$ cat src/rtl/bla_sub_seq.sv
// bla_sub_seq: multi-cycle borrow-lookahead subtractor, CHUNK bits per cycle.
// Optional macro BLA_SUB_SAT_EN: clamp the difference to zero on borrow-out.
module bla_sub_seq #(
  parameter int WIDTH = 8,
  parameter int CHUNK = 4
) (
  input  logic             CLK,
  input  logic             RST_N,
  input  logic             IN_VALID,
  output logic             IN_READY,
  input  logic [WIDTH-1:0] IN1,
  input  logic [WIDTH-1:0] IN2,
  input  logic             BIN,
  output logic             OUT_VALID,
  input  logic             OUT_READY,
  output logic [WIDTH:0]   DIFF
);

  localparam int NCHUNK = WIDTH / CHUNK;
  localparam int IW     = (NCHUNK > 1) ? $clog2(NCHUNK) : 1;
  localparam logic [IW-1:0] LAST = IW'(NCHUNK - 1);

  typedef enum logic [1:0] {
    IDLE,
    CALC,
    DONE
  } state_e;

  state_e           state_q, state_d;
  logic [IW-1:0]    idx_q, idx_d;
  logic             br_q, br_d;
  logic [WIDTH-1:0] a_q, a_d;
  logic [WIDTH-1:0] b_q, b_d;
  logic [WIDTH:0]   diff_q, diff_d;

  logic [CHUNK-1:0] ca, cb;
  logic [CHUNK-1:0] p, g, s;
  logic [CHUNK:0]   c;
  logic             bout;
  logic             accept;

  // Select the operand chunk addressed by the chunk counter.
  always_comb begin
    ca = '0;
    cb = '0;
    for (int k = 0; k < NCHUNK; k++) begin
      if (idx_q == IW'(k)) begin
        ca = a_q[k*CHUNK +: CHUNK];
        cb = b_q[k*CHUNK +: CHUNK];
      end
    end
  end

  // Subtract as a + ~b + ~borrow with a carry lookahead inside the chunk.
  always_comb begin
    p    = ca ^ ~cb;
    g    = ca & ~cb;
    c    = '0;
    c[0] = ~br_q;
    for (int i = 0; i < CHUNK; i++) begin
      c[i+1] = g[i] | (p[i] & c[i]);
    end
    s    = p ^ c[CHUNK-1:0];
    bout = ~c[CHUNK];
  end

  // Next-state, datapath update and handshake decode.
  always_comb begin
    state_d   = state_q;
    idx_d     = idx_q;
    br_d      = br_q;
    a_d       = a_q;
    b_d       = b_q;
    diff_d    = diff_q;
    IN_READY  = 1'b0;
    OUT_VALID = 1'b0;
    accept    = 1'b0;

    unique case (state_q)
      IDLE: begin
        IN_READY = 1'b1;
        accept   = IN_VALID;
      end
      CALC: begin
        for (int k = 0; k < NCHUNK; k++) begin
          if (idx_q == IW'(k)) begin
            diff_d[k*CHUNK +: CHUNK] = s;
          end
        end
        br_d  = bout;
        idx_d = idx_q + IW'(1);
        if (idx_q == LAST) begin
          diff_d[WIDTH] = bout;
`ifdef BLA_SUB_SAT_EN
          if (bout) begin
            diff_d[WIDTH-1:0] = '0;
          end
`endif
          idx_d   = '0;
          state_d = DONE;
        end
      end
      DONE: begin
        OUT_VALID = 1'b1;
        IN_READY  = OUT_READY;
        if (OUT_READY) begin
          if (IN_VALID) begin
            accept = 1'b1;
          end else begin
            state_d = IDLE;
          end
        end
      end
      default: begin
        state_d = IDLE;
      end
    endcase

    // Capture shared by IDLE and the back-to-back DONE path.
    if (accept) begin
      a_d     = IN1;
      b_d     = IN2;
      br_d    = BIN;
      idx_d   = '0;
      diff_d  = '0;
      state_d = CALC;
    end
  end

  assign DIFF = diff_q;

  // State and datapath registers with synchronous active-low reset.
  always_ff @(posedge CLK) begin
    if (!RST_N) begin
      state_q <= IDLE;
      idx_q   <= '0;
      br_q    <= 1'b0;
      a_q     <= '0;
      b_q     <= '0;
      diff_q  <= '0;
    end else begin
      state_q <= state_d;
      idx_q   <= idx_d;
      br_q    <= br_d;
      a_q     <= a_d;
      b_q     <= b_d;
      diff_q  <= diff_d;
    end
  end

endmodule

$ cat config.mk
export PLATFORM = sky130hd
export DESIGN_NAME = bla_sub_seq
export DESIGN_NICKNAME = d
export VERILOG_FILES = /design/src/rtl/bla_sub_seq.sv
export SDC_FILE = /design/constraint.sdc
export NUM_CORES = 1
export LEC_CHECK = 0
export ABC_AREA = 0
export BUFFER_PORTS_ARGS = -buffer_cell sky130_fd_sc_hd__buf_2
export CAP_MARGIN = 20
export CORE_ASPECT_RATIO = 1.5
export CORE_MARGIN = 3
export CORE_UTILIZATION = 52
export DETAILED_ROUTE_END_ITERATION = 12
export GPL_TIMING_DRIVEN = 0
export HOLD_SLACK_MARGIN = 0.1
export PLACE_DENSITY_LB_ADDON = 0.25
export REMOVE_ABC_BUFFERS = 1
export SETUP_SLACK_MARGIN = 0.3
export SLEW_MARGIN = 20
export SYNTH_ARGS = -nofsm -noshare
export SYNTH_HDL_FRONTEND = slang
export SYNTH_SLANG_ARGS = --single-unit
$ cat constraint.sdc
create_clock -name CLK -period 3.2 [get_ports CLK]
set_input_delay 0.8 -clock CLK [delete_from_list [all_inputs] [get_ports CLK]]
set_output_delay 0.8 -clock CLK [all_outputs]
set_load 0.1 [all_outputs]
==> out/summary.txt <==
Crit Reg-Reg Endpoint - DIFF[7]
First drt pass iteration count - 4
CP Class - register to register
Worst vdd ir - 304.5 µV
Post-route ant nets - 0
RePlAce Congestion - 0.7335
Sequential element share of the synthesized area - 42.65%
Pleak - 0.6348 nW
H-tree depth - 2
Clock slew at reported path FFs - 0.08 ns
Critical path cell sequence - mux2_2, fa_1, fa_1, fa_1, fa_1, a211oi_1
Syn Inst Count - 139
Max-slew violation count - 0
Hpwl dp - 1916 µm
Overall routing resource usage - 19.31%
Period utilisation layout - 83.64%
Status - completed
CTS tree - done
First-pass GRT wire length - 4450 µm
Most used DFF post-synth - dfxtp_1
# port buffers - 31
Crit-path slowest cell - fa_1
Grt ovf - 0
Sw power - 0.2475 mW
Initial antenna violation count - 0
Die height - 68.67 µm
Final WL - 2735 µm
Synthesized flop and latch total - 29
Clk network pwr share - 27.7%
Unrepaired setup endpoints after global routing - false
M1 WL - 1055 µm
# IOs - 32
Wire per inst - 14.24 µm
Synth top area share - 42.65%
Measured slew at the worst slew-check pin - 0.7015 ns
1st-iter DRT viols - 18
Cell with the most instances after synthesis - dfxtp_1
Highest fanout seen on the critical path - 4
Synth area leaders - dfxtp_1 43%, fa_1 5.9%, nand3_1 5.9%
Root Driver - clkbuf_4
Worst EP arrival - 2.92 ns
Pwr per Cell Area - 518.4 nW/µm²
Met3 wire len - 169 µm
Hold_buf cts - 0
Most instantiated cells after synthesis - 29 x dfxtp_1, 16 x nand3_1, 15 x o21ai_0
Core ar. - 2477 µm²
Clock Latency Late Sink - 0.32 ns
Filler Cell Count - 236
ANT cells - 0
Met2 WL - 1487 µm
Number of enable flip-flop cells after synthesis - 0
Clk buf depth - 2
Slowest stage delay, CP - 0.48 ns
Syn avg cell area - 9.794 µm²
Num CTS Buffers - 5
Crit. End Element - register
Sequential Power Share - 49.4%
Number of global-route vias before repair - 1039
Chip Width - 47.78 µm
Final core utilization - 62.27%
Vias per cell - 5.677
Finish-stage setup viols - 0
Reg2reg setup slack - 0.52 ns
Setup TNS after final layout - 0 ns
Synthesis warning total - 0
CP dominant cell by count - fa_1
Rows - 22
Comb pwr share - 22.9%
Worst Clk Skew - 0.003170 ns
Cell Int Power - 0.5523 mW
Worst slew margin - 53.02%
Netlist cell types - 27
Initial core utilization - 54.95%
Hold Path Stages - 2
DRC - 0
Detailed-route via count - 1090
Top sig layer - met4
Fraction of layout cells with a size suffix above 1 - 29.17%
Full die area - 3280 µm²
Nets - 193
Clock period minus worst slack - 2.676 ns
Largest net degree at the start of global routing - 21
Max-capacitance violation count - 0
Final Hold Viols - 0
Min-delay src - a_q[0]
Worst setup SP type - register
P&R area growth vs syn - 13.33%
Worst endpoint required time - 3.44 ns
Worst hold-check path type - register to register
Switching Fraction - 30.95%
Hold Path Sink - a_q[0]
Synth async-reset ratio - 0%
Synth area leader - dfxtp_1
Worst Reg-to-Reg Cells - 6
Max Fclk - 373.6 MHz
Clock sink count - 29
Worst r2r src - idx_q
Synthesized cell area - 1361 µm²
-- metal layers --
layer | vias up | GRT usage (%)
met5 | - | 0
met4 | 0 | 7.071
met3 | 4 | 8.052
met2 | 31 | 32.62
met1 | 511 | 20.74
li1 | 544 | -
-- layout make-up --
| type | instances | area, µm² | share of cell area, % |
|---|---|---|---|
| tap | 24 | 30.03 | 1.946 |
| timing repair buffer | 34 | 177.7 | 11.52 |
| multi-input combinational | 98 | 695.7 | 45.09 |
| clock buffer | 7 | 55.05 | 3.569 |
| sequential | 29 | 584.3 | 37.88 |
-- sequential cells by signal, summed over array words and instances, names as in the netlist --
register and count:
DIFF 9, a_q 8, b_q 8, br_q 1
idx_q 1, state_q 2
-- repair_timing --
action	4_1_cts	5_1_grt
resized for setup	1	1
setup endpoints to repair	4	4
buffers inserted	0	3
-- worst max-delay path by stage --
stage | to | cells after the start | startpoint
6_report | DIFF[7] | 6 | idx_q
5_1_grt | br_q | 7 | idx_q
4_1_cts | DIFF[3] | 6 | idx_q
3_5_place_dp | DIFF[3] | 6 | idx_q
3_3_place_gp | DIFF[3] | 6 | idx_q
2_1_floorplan | IN_READY | 2 | OUT_READY
-- logic make-up after synthesis --
| group | count (synthesis) | share of synthesized area, % |
|---|---|---|
| simple gates | 38 | 15.07 |
| xor+xnor | 1 | 0.6435 |
| compound gates | 45 | 21.60 |
| buf+inv | 12 | 6.434 |
| fa+ha+maj | 4 | 5.883 |
| flops | 29 | 42.65 |
| mux | 10 | 7.721 |
-- stage by stage --
stage               instances  cell area (µm²)  worst slack (ns)  total power, mW  hold slack [ns]
floorplan                 127             1274          0.005326           0.5340           0.4489
global placement          182             1459            0.1830           0.5736           0.4615
detailed placement        182             1461            0.1503           0.5827           0.4708
CTS                       189             1518            0.3323           0.8033           0.4824
global route              192             1543            0.4243           0.8433           0.5115
finish                    192             1543            0.5236           0.7998           0.4801
-- placed cells by master (no fill, tap or decap), types with 2 or more instances in the layout --
cell type  netlist  layout
a21oi_1          2       2
a21boi_1         9       9
buf_2            4      31
mux2_2           4       4
nand2b_1         2       2
mux2i_1          6       6
a211oi_1         8       8
a21boi_0         7       7
dfxtp_1         29      28
buf_4            2       3
clkbuf_4         0       5
o21ai_0         15      15
nand3_1         16      16
and2b_1          2       2
nor2_1          12      12
fa_1             4       4
-- worst max-delay path: cells and delay by family, from the launching register on --
family	cells	cell delay [ns]
multiplexers	1	0.34
adder cells (fa/ha/maj)	4	1.66
flip-flops	1	0.38
AO/OA/AOI/OAI	1	0.21
-- power by group through the flow --
stage / logic, mW / clock network, mW / registers [mW]
final: 0.183 / 0.222 / 0.395
after global placement: 0.168 / 0 / 0.406
after global routing: 0.203 / 0.243 / 0.398
after floorplan: 0.0956 / 0 / 0.438
after CTS: 0.176 / 0.228 / 0.399
after detailed placement: 0.175 / 0 / 0.408
No activity file was read; power rests on OpenSTA's default activity.
